File: src/rtl/adc_serial_rx.sv
// adc_serial_rx: serial-ADC front end that generates CS/SCLK, captures NCH data lines per frame
// and emits offset-removed signed samples. Define ADC_AVG_EN to average 2^AVG_LOG2 frames per output.
module adc_serial_rx #(
  parameter int NCH        = 2,
  parameter int FRAME_BITS = 16,
  parameter int DATA_W     = 12,
  parameter int OUT_W      = 16,
  parameter int CLK_DIV    = 4,
  parameter int SAMPLE_DIV = 512,
  parameter int QUIET_CYC  = 2,
  parameter int AVG_LOG2   = 2
) (
  input  logic                 clk,
  input  logic                 rst,
  input  logic                 en,
  input  logic [NCH-1:0]       sdata,
  output logic                 cs,
  output logic                 sclk,
  output logic [NCH*OUT_W-1:0] sample,
  output logic                 valid,
  output logic                 busy,
  output logic                 overrun
);

  localparam int TMR_W      = $clog2(SAMPLE_DIV + 1);
  localparam int HALF_W     = $clog2(CLK_DIV + 1);
  localparam int BIT_W      = $clog2(FRAME_BITS + 1);
  localparam int QUIET_LEN  = QUIET_CYC * CLK_DIV;
  localparam int QUIET_LAST = (QUIET_LEN > 0) ? QUIET_LEN - 1 : 0;
  localparam int Q_W        = $clog2(QUIET_LAST + 2);
  localparam int AVG_FRAMES = 1 << AVG_LOG2;
  localparam logic [DATA_W-1:0] MID = DATA_W'(1) << (DATA_W - 1);

  typedef enum logic [1:0] {IDLE, CONV, QUIET} state_t;

  state_t            state, state_next;
  logic [TMR_W-1:0]  tmr;
  logic [HALF_W-1:0] hcnt;
  logic [BIT_W-1:0]  bit_cnt;
  logic [Q_W-1:0]    qcnt;
  logic              tick, frame_done, quiet_done, block_done;
  logic [DATA_W-1:0] shreg [NCH];
  logic [OUT_W-1:0]  conv [NCH];

  always_ff @(posedge clk or negedge rst) begin
    if (!rst)                                 tmr <= '0;
    else if (!en)                             tmr <= '0;
    else if (tmr == TMR_W'(SAMPLE_DIV - 1))   tmr <= '0;
    else                                      tmr <= tmr + TMR_W'(1);
  end

  assign tick       = en && (tmr == TMR_W'(SAMPLE_DIV - 1));
  assign frame_done = (state == CONV) && (bit_cnt == BIT_W'(FRAME_BITS));
  assign quiet_done = (state == QUIET) && (qcnt == Q_W'(QUIET_LAST));

  always_ff @(posedge clk or negedge rst) begin
    if (!rst) state <= IDLE;
    else      state <= state_next;
  end

  always_comb begin
    state_next = state;
    case (state)
      IDLE:    if (tick)       state_next = CONV;
      CONV:    if (frame_done) state_next = QUIET;
      QUIET:   if (quiet_done) state_next = IDLE;
      default:                 state_next = IDLE;
    endcase
  end

  always_comb begin
    cs   = (state != CONV);
    busy = (state != IDLE);
  end

  // Capture happens on the same edge that raises sclk, so data is sampled mid-bit.
  always_ff @(posedge clk or negedge rst) begin
    if (!rst) begin
      hcnt    <= '0;
      bit_cnt <= '0;
      qcnt    <= '0;
      sclk    <= 1'b1;
      for (int i = 0; i < NCH; i++) shreg[i] <= '0;
    end else begin
      case (state)
        CONV: begin
          if (frame_done) begin
            hcnt    <= '0;
            bit_cnt <= '0;
            sclk    <= 1'b1;
          end else if (hcnt == HALF_W'(CLK_DIV - 1)) begin
            hcnt <= '0;
            sclk <= ~sclk;
            if (!sclk) begin
              bit_cnt <= bit_cnt + BIT_W'(1);
              for (int i = 0; i < NCH; i++) shreg[i] <= DATA_W'({shreg[i], sdata[i]});
            end
          end else begin
            hcnt <= hcnt + HALF_W'(1);
          end
        end
        QUIET: begin
          qcnt <= quiet_done ? '0 : qcnt + Q_W'(1);
        end
        default: begin
          hcnt    <= '0;
          bit_cnt <= '0;
          qcnt    <= '0;
          sclk    <= 1'b1;
        end
      endcase
    end
  end

  always_ff @(posedge clk or negedge rst) begin
    if (!rst)               overrun <= 1'b0;
    else if (!en)           overrun <= 1'b0;
    else if (tick && busy)  overrun <= 1'b1;
  end

`ifdef ADC_AVG_EN
  localparam int FC_W  = (AVG_LOG2 > 0) ? AVG_LOG2 : 1;
  localparam int ACC_W = DATA_W + AVG_LOG2;

  logic [FC_W-1:0] fcnt;

  always_ff @(posedge clk or negedge rst) begin
    if (!rst)            fcnt <= '0;
    else if (!en)        fcnt <= '0;
    else if (frame_done) fcnt <= block_done ? '0 : fcnt + FC_W'(1);
  end

  assign block_done = (fcnt == FC_W'(AVG_FRAMES - 1));
`else
  assign block_done = (AVG_FRAMES > 0);
`endif

  for (genvar i = 0; i < NCH; i++) begin : g_ch
    logic [DATA_W-1:0] s_off, s_sel;

    assign s_off = shreg[i] - MID;

`ifdef ADC_AVG_EN
    logic signed [ACC_W-1:0] acc, acc_sum;

    assign acc_sum = acc + ACC_W'($signed(s_off));
    assign s_sel   = acc_sum[AVG_LOG2 +: DATA_W];

    always_ff @(posedge clk or negedge rst) begin
      if (!rst)            acc <= '0;
      else if (!en)        acc <= '0;
      else if (frame_done) acc <= block_done ? '0 : acc_sum;
    end
`else
    assign s_sel = s_off;
`endif

    if (OUT_W >= DATA_W) begin : g_ext
      assign conv[i] = OUT_W'($signed(s_sel));
    end else begin : g_trunc
      assign conv[i] = s_sel[DATA_W-1 -: OUT_W];
    end
  end

  always_ff @(posedge clk or negedge rst) begin
    if (!rst) begin
      sample <= '0;
      valid  <= 1'b0;
    end else begin
      valid <= frame_done && block_done;
      if (frame_done && block_done)
        for (int i = 0; i < NCH; i++) sample[i*OUT_W +: OUT_W] <= conv[i];
    end
  end

endmodule
File: config.mk
export PLATFORM = sky130hd
export DESIGN_NAME = adc_serial_rx
export DESIGN_NICKNAME = d
export VERILOG_FILES = /design/src/rtl/adc_serial_rx.sv
export SDC_FILE = /design/constraint.sdc
export NUM_CORES = 1
export LEC_CHECK = 0
export BUFFER_PORTS_ARGS = -buffer_cell sky130_fd_sc_hd__buf_2
export CAP_MARGIN = 5
export CORE_UTILIZATION = 35
export CTS_BUF_LIST = sky130_fd_sc_hd__clkbuf_8 sky130_fd_sc_hd__clkbuf_16
export CTS_CLUSTER_SIZE = 8
export DETAILED_ROUTE_END_ITERATION = 10
export GPL_ROUTABILITY_DRIVEN = 0
export PLACE_DENSITY_LB_ADDON = 0.25
export SLEW_MARGIN = 0
export SYNTH_ARGS = -nofsm -noshare
export SYNTH_HDL_FRONTEND = slang
export SYNTH_SLANG_ARGS = --single-unit
export TNS_END_PERCENT = 100
File: constraint.sdc
create_clock -name clk -period 4.6 [get_ports clk]
set_input_delay 0.46 -clock clk [delete_from_list [all_inputs] [get_ports clk]]
set_output_delay 0.46 -clock clk [all_outputs]
set_load 0.005 [all_outputs]
After elaboration in Yosys (flattened, before gate mapping)
Cells that the tools add are included.
Widths: inputs -> output; s select.

word-level totals
  bits in read-only memories = 0
  word-level logic and storage cells = 63
  memories = 0
  output and inout port bits = 37
  bits in latches = 0
  bits in writable memories = 0
  bits of input ports = 5
  bits in registers = 79

cells by class
  equality and inequality tests = 13
  multiply operators = 0
  muxes and demuxes = 20
  reduce and logical (&&, ||, !) cells = 10
  $lt $le $gt $ge = 0
  shift-type cells = 0
  divide/modulo/power cells = 0
  add/sub/neg operators = 6
  bitwise operators = 3

operator list
  cell                    count
  $sub 12x12->12 const B  2
  $mux 10                 2
  $mux 5                  3
  $add 10x1->10 const B   1
  $eq 10x9->1 const B     1
  $pmux 5 s2              1
  $pmux 4 s2              1
  $mux 2                  3
  $mux 3                  2
  $ne 2x2->1 const B      3
  $pmux 2 s3              1
  $pmux 3 s2              1
  $reduce_and 3->1        2
  $add 5x1->5 const B     1
  $eq 5x5->1 const B      1
  $add 4x1->4 const B     1
  $eq 4x3->1 const B      1
  $logic_and 1x1->1       4
  $mux 1                  4
  $mux 4                  1
  $ne 2x1->1 const B      2
  $reduce_and 4->1        1
  $add 3x1->3 const B     1
  $eq 3x2->1 const B      1
  9 further kinds         11

Longest topological paths before layout
Gate-level depths: netlist of the first run.

  word-level depth = 5
  depth in mapped cells = 7
  mapped depth without buffers = 5

Worst setup path after synthesis of the first run
No wires, ideal clock.

  path kind = register -> register
  start point = register hcnt[0]
  end point = register shreg[0] (netlist bit)
  buffers on the path = 2
  slack = 2.673 ns
  period minus slack after synthesis = 1.927 ns
  data required time = 4.475 ns
  data arrival time = 1.802 ns
  stages on the path, launching flop included = 7
  cell sequence = dfrtp_1 -> ha_1 -> or3b_1 -> buf_6 -> nor3_4 -> buf_12 -> mux2_4

between the ends
  longest elaborated chain between the ends = 2

RTL lines
  element                            line  source
  start: declaration                 38    logic [HALF_W-1:0] hcnt;
  start signal: assignment           99    hcnt <= hcnt + HALF_W'(1);
  $eq 3x2->1                         91    end else if (hcnt == HALF_W'(CLK_DIV - 1)) begin
  $reduce_and 4->1 (no source line)  n/a
  end: declaration                   42    logic [DATA_W-1:0] shreg [NCH];

No other way between the ends.
A chain may end at the register's enable or synchronous reset.

Worst setup path in the final report of the first run
  start point = register bit_cnt[0]
  end point = register sample[4]

between the ends
  longest elaborated chain between the ends = 2

RTL lines
  element                   line  source
  start: declaration        39    logic [BIT_W-1:0] bit_cnt;
  start signal: assignment  95    bit_cnt <= bit_cnt + BIT_W'(1);
  $eq 5x5->1                53    assign frame_done = (state == CONV) && (bit_cnt == BIT_W'(FRAME_BITS));
  $logic_and 1x1->1         53
  end signal: assignment    167   sample <= '0;
  end: declaration          19    output logic [NCH*OUT_W-1:0] sample,

No other way between the ends.

==> results of run 1 <==
==> sequential cells by signal (all words and copies together), names as in the netlist <==
name / count
state: 2
overrun: 1
valid: 1
shreg: 24
sclk: 1
qcnt: 4
tmr: 10
sample: 24
bit_cnt: 5
hcnt: 3
==> metrics by stage <==
| step | utilization [%] | instances | cell area, um2 | hold slack, ns | worst slack, ns |
|---|---|---|---|---|---|
| 6_report | 41.7 | 390 | 3710 | 0.248 | 2.18 |
| 4_1_cts | 41.7 | 390 | 3710 | 0.292 | 2.15 |
| 2_1_floorplan | - | 242 | 3290 | 0.164 | 2.67 |
| 3_3_place_gp | 39.3 | 375 | 3490 | 0.459 | 2.21 |
| 5_1_grt | 41.7 | 390 | 3710 | 0.337 | 1.93 |
| 3_5_place_dp | 39.3 | 375 | 3490 | 0.458 | 2.16 |
==> synthesized netlist by cell type (3+ instances only) <==
cell type	count
dfrtp_1	74
mux2_2	28
mux2_4	19
o21ai_0	11
buf_4	10
inv_1	10
nand2_1	7
nand3_1	7
nor2_1	7
a21oi_1	6
ha_1	5
o31ai_1	5
a31oi_1	4
or3_1	4
clkbuf_1	3
nand4_1	3
or4_1	3
==> cell families after synthesis <==
family          after synthesis  synth area share, %
simple gates                 45                 8.26
mux                          47                 18.3
xor+xnor                      4                 1.07
compound gates               38                 7.73
flops                        75                 57.2
buf+inv                      28                 5.60
fa+ha+maj                     5                 1.90
==> cell type report <==
| class | count | share of cell area, % |
|---|---|---|
| clock buffers | 9 | 3.34 |
| multi-input cells | 139 | 33.0 |
| repair buffers | 42 | 5.80 |
| well taps | 108 | 3.64 |
| clock inverters | 6 | 2.46 |
| flip-flops and latches | 75 | 50.6 |
| inverters | 11 | 1.11 |
==> worst max-delay path, stage by stage (launching register included) <==
cell      delay (ns)
dfrtp_1         0.42
inv_1           0.09
ha_1            0.16
and4bb_1        0.39
nand2_1         0.69
mux2_2          0.54
==> final timing paths <==
check / slack (ns) / depth (start not counted) / from / endpoint
worst max-delay path: 2.18 / 5 / bit_cnt[0]$_DFFE_PN0P_ / sample[4]$_DFFE_PN0P_
worst min-delay path: 0.25 / 1 / rst / tmr[1]$_DFF_PN0_
worst max register to register: 2.18 / 5 / bit_cnt[0]$_DFFE_PN0P_ / sample[4]$_DFFE_PN0P_
worst min register to register: 0.47 / 1 / shreg[11]$_DFFE_PN0P_ / sample[27]$_DFFE_PN0P_
max in group asynchronous: 3.74 / 1 / rst / shreg[14]$_DFFE_PN0P_
min in group clk: 0.35 / 2 / sdata[0] / shreg[12]$_DFFE_PN0P_
==> routing by layer <==
metal | up-vias | global-route usage [%] | part of all wire [%]
met2 | 48 | 18.4 | 47
met5 | - | 0 | 0
li1 | 935 | - | -
met1 | 979 | 16.7 | 47
met4 | 0 | 7.46 | 2.3
met3 | 13 | 2.98 | 3.7
==> power by group <==
group           total, W  leakage, nW  internal (W)  switching (W)
clock network   0.000548        0.109      0.000304       0.000244
logic          0.0000197        0.706    0.00000365      0.0000160
registers       0.000663         1.04      0.000661     0.00000209
==> impl_metrics.yaml, run 1 <==
power_and_ir_drop:
  power_w: 0.00123
  ir_worst_vdd_v: 0.000144
  p_per_area_nw_per_um2: 332
  leakage_nw: 1.86
clocking:
  clk_path_buf_depth: 2
  postCtsSetupRepairBufs: 0
  path_clk_slew_ns: 0.08
  cts_tree: "built"
  cts_max_level: 3
  hold_buffers: 0
  cts-root-buf: "clkbuf_8"
  numCtsBuffers: 9
  cts_sinks: 75
  clock_latency_ns: 0.34
  cts_resized: 0
die:
  die_height_um: 98.9
  pin_count: 42
  die_x_um: 98.9
  coreArea_um2: 8890
  initial_core_util_pct: 37.0
  die_area_um2: 9780
  rows: 34
final_layout:
  nNetsFinal: 288
  layout-area-overhead-vs-synth_pct: 12.9
  num-fill-cells: 824
  n_antenna_cell: 0
  regArea_um2: 1880
  layout_common_cells: "dfrtp_1 (74), buf_2 (40), mux2_2 (28)"
  mostFrequentLayoutCell: "dfrtp_1"
  layout-drive-gt1-share_pct: 38.7
  multiInputGateArea_um2: 1220
critical_path:
  cp-end-kind: "register"
  start_kind: "register"
  critPathArrivalTime_ns: 2.64
  cp_max_fo: 26
  required_ns: 4.82
  crit_type: "reg -> reg"
global_routing:
  grt_usage_pct: 12.5
  antenna_found_initial: 0
  grt_pass1_vias: 1945
  grt-ovfl-total: 0
  grt_max_degree: 76
  grt_pass1_wl_mm: 9.38
timing:
  relSlewSlack_pct: 28.4
  rsz0062_at_grt: "no"
  period_needed_ns: 2.42
  hold_viol_final: 0
  finalMaxSlewViolations: 0
  skew_ns: 0.00662
  fmaxAchievable_mhz: 413
  period_share_pct: 52.6
  tns_ns: 0
  tightest_slew_ns: 1.07
  finalSetupViolCount: 0
logic_synthesis:
  synth.distinct_cells: 45
  ys_async_sr_fraction_pct: 100
  ys_seq_area_share_pct: 57.2
  synth_area_leader_cell: "dfrtp_1"
  synth_top_area_share_pct: 56.4
  synth_nets: 252
  syn_area_um2: 3290
  yosysWarnings: 0
  syn_inst: 242
  synth_flop_cell: "dfrtp_1"
  synth_area_leaders: "dfrtp_1 (56%), mux2_2 (9.6%), mux2_4 (8.7%)"
  avgSynthCellArea_um2: 13.6
  synth-edff-count: 0
  ys_ff_latch: 75
place:
  portBuffers: 41
  hpwl_mm: 3.58
routing:
  drtPass1Iterations: 4
  routed_via_density: 5.06
  wl_mm: 5.55
  post_drt_wl_per_cell_um: 14.2
  drt_iter0_drc: 90
  drtAntennaViolNets: 0
  vias: 1975
  drc: 0
min_path:
  hold_class: "in -> async"
status:
  status: "complete, no violations"
run:
  drv_cap: 0
(Power assumes the default switching activity.)
==> run 2, diff against run 1 <==
--- a/config.mk
+++ b/config.mk
@@ -5,6 +5,7 @@
 export SDC_FILE = /design/constraint.sdc
 export NUM_CORES = 1
 export LEC_CHECK = 0
+export ABC_AREA = 1
 export BUFFER_PORTS_ARGS = -buffer_cell sky130_fd_sc_hd__buf_2
 export CAP_MARGIN = 5
 export CORE_UTILIZATION = 35
==> constraint.sdc (replaced) <==
create_clock -name clk -period 2.46 [get_ports clk]
set_input_delay 0.246 -clock clk [delete_from_list [all_inputs] [get_ports clk]]
set_output_delay 0.246 -clock clk [all_outputs]
set_load 0.005 [all_outputs]
==> run 2 against run 1 <==
The run now ends with DRC left. Critical endpoint is now shreg[11]$_DFFE_PN0P_. Flip-flop and latch count did not move. Design area shrank 1.5%. Setup slack got worse by 1.5 ns. Hold slack worse by 0.22 ns.
==> impl_metrics.yaml, run 2 <==
clocking:
  path_clk_slew_ns: 0.08
  postCtsSetupRepairBufs: 0
  clk_path_buf_depth: 2
  cts_sinks: 75
  hold_buffers: 0
  cts_resized: 0
  cts-root-buf: "clkbuf_8"
  numCtsBuffers: 9
  cts_tree: "built"
  cts_max_level: 3
  clock_latency_ns: 0.35
critical_path:
  reg2reg_depth: 8
  cpPeakStageDelay_ns: 0.46
  timing.rr.start: "bit_cnt[0]$_DFFE_PN0P_"
  cp-end-kind: "register"
  cp_slowest_cell: "nand2_1"
  regToRegSetupSlack_ns: 0.65
  worst-path-buf-inv: 2
  worstPathCellList: "inv_1, ha_1, nand2_1, inv_1, a21oi_1, nand2_1, nand2_1, o21ai_1"
  crit_end: "shreg[11]$_DFFE_PN0P_"
  cp_num_cells: 8
  critPathArrivalTime_ns: 2.02
  crit_start: "bit_cnt[0]$_DFFE_PN0P_"
  crit_type: "reg -> reg"
  cp_common_cell: "nand2_1"
  required_ns: 2.67
  reg2reg_to: "shreg[11]$_DFFE_PN0P_"
  critPathTopFamily: "simple AND/OR/NAND/NOR gates"
  cp_max_fo: 22
  start_kind: "register"
logic_synthesis:
  synth.distinct_cells: 29
  yosysWarnings: 0
  synth_area_leader_cell: "dfrtp_1"
  ys_seq_area_share_pct: 57.8
  ys_ff_latch: 75
  ys_async_sr_fraction_pct: 100
  synth-edff-count: 0
  synth_nets: 371
  avgSynthCellArea_um2: 9.00
  yosysMostFrequentCell: "nand2_1"
  syn_area_um2: 3250
  synth_flop_cell: "dfrtp_1"
  synth_top_area_share_pct: 57.0
  syn_inst: 361
  synth_area_leaders: "dfrtp_1 (57%), nand2_1 (18%), o21ai_0 (2.8%)"
  yosys-top-cells-count: "nand2_1 (155), dfrtp_1 (74), nor2_1 (23)"
power_and_ir_drop:
  p_per_area_nw_per_um2: 599
  ir_worst_vdd_v: 0.000272
  leakage_nw: 1.94
status:
  violations: "DRC"
  status: "complete, but fails checks"
die:
  pin_count: 42
  die_x_um: 98.3
  initial_core_util_pct: 36.7
  coreArea_um2: 8850
  die_area_um2: 9670
  die_height_um: 98.3
  rows: 34
min_path:
  hold_class: "in -> async"
final_layout:
  nNetsFinal: 408
  num-fill-cells: 901
  mostFrequentLayoutCell: "nand2_1"
  top_regs: "sample (24), shreg (24), tmr (10)"
  layout-drive-gt1-share_pct: 19.1
  n_antenna_cell: 0
  fin_cells: 511
  layout_common_cells: "nand2_1 (155), dfrtp_1 (74), buf_2 (40)"
  layout-area-overhead-vs-synth_pct: 12.4
timing:
  rsz0062_at_grt: "no"
  fmaxAchievable_mhz: 553
  finalSetupViolCount: 0
  skew_ns: 0.00940
  tns_ns: 0
  period_needed_ns: 1.81
  setup_slack_ns: 0.653
  tightest_slew_ns: 0.927
  fin_hold_ws_ns: 0.0281
  period_share_pct: 73.5
  finalMaxSlewViolations: 0
  relSlewSlack_pct: 38.2
  hold_viol_final: 0
routing:
  wl_mm: 5.74
  drt_iter0_drc: 110
  post_drt_wl_per_cell_um: 11.2
  vias: 2326
  routed_via_density: 4.55
  drc: 4
  drtPass1Iterations: 7
  drtAntennaViolNets: 0
global_routing:
  grt_max_degree: 76
  grt_usage_pct: 13.5
  antenna_found_initial: 0
  grt_pass1_wl_mm: 10.4
  grt-ovfl-total: 0
  grt_pass1_vias: 2311
place:
  place_ws_ns: 0.625
  hpwl_mm: 3.72
  dp_cells: 495
  portBuffers: 41
run:
  drv_cap: 0
## run 2: how the worst min path moves through the flow
stage                         from                     end  slack [ns]  depth (start not counted)
after floorplan                rst  bit_cnt[0]$_DFFE_PN0P_       -0.05                          0
after global placement         rst        tmr[8]$_DFF_PN0_        0.45                          1
after detailed placement       rst        tmr[8]$_DFF_PN0_        0.45                          1
after CTS                      rst        tmr[8]$_DFF_PN0_        0.06                          1
after global routing      sdata[1]    shreg[0]$_DFFE_PN0P_        0.11                          3
final                          rst        tmr[8]$_DFF_PN0_        0.03                          1
## run 2: final cells by class
| class | instances | area, um2 | share of cell area, % |
|---|---|---|---|
| multi-input cells | 245 | 1140 | 31.3 |
| flip-flops and latches | 75 | 1880 | 51.4 |
| inverters | 25 | 93.8 | 2.57 |
| well taps | 108 | 135 | 3.70 |
| clock buffers | 11 | 151 | 4.15 |
| repair buffers | 42 | 215 | 5.89 |
| clock inverters | 5 | 36.3 | 0.993 |
## run 2: kinds of logic (layout without fill, tap and decap cells)
| group | after synthesis | in the layout | synth area share (%) |
|---|---|---|---|
| xor+xnor | 6 | 6 | 1.62 |
| fa+ha+maj | 5 | 5 | 1.93 |
| buf+inv | 41 | 83 | 7.01 |
| flops | 75 | 75 | 57.8 |
| compound gates | 32 | 32 | 6.05 |
| simple gates | 202 | 202 | 25.6 |
## run 2: metrics by stage
| step | area, um2 | total power, W | util [%] |
|---|---|---|---|
| global placement | 3460 | 0.00133 | 39.2 |
| CTS | 3650 | 0.00223 | 41.3 |
| finish | 3650 | 0.00219 | 41.3 |
| detailed placement | 3460 | 0.00133 | 39.2 |
| global route | 3650 | 0.00229 | 41.3 |
| floorplan | 3250 | 0.00129 | - |
## run 2: layer usage
metal / GRT usage [%] / routed length, um / vias up / share of wire (%)
met5: 0 / 0 / - / 0
met4: 4.59 / 73 / 0 / 1.3
met3: 4.65 / 266 / 7 / 4.6
met2: 20.6 / 2470 / 41 / 43
met1: 17.9 / 2930 / 1089 / 51
li1: - / - / 1189 / -
## run 2: power by group
group | internal (W) | switching, W | leakage [nW] | total (W)
Combinational | 0.00000973 | 0.0000346 | 0.863 | 0.0000444
Clock | 0.000423 | 0.000465 | 0.0880 | 0.000887
Sequential | 0.00125 | 0.0000115 | 0.984 | 0.00126
Total | 0.00168 | 0.000511 | 1.94 | 0.00219
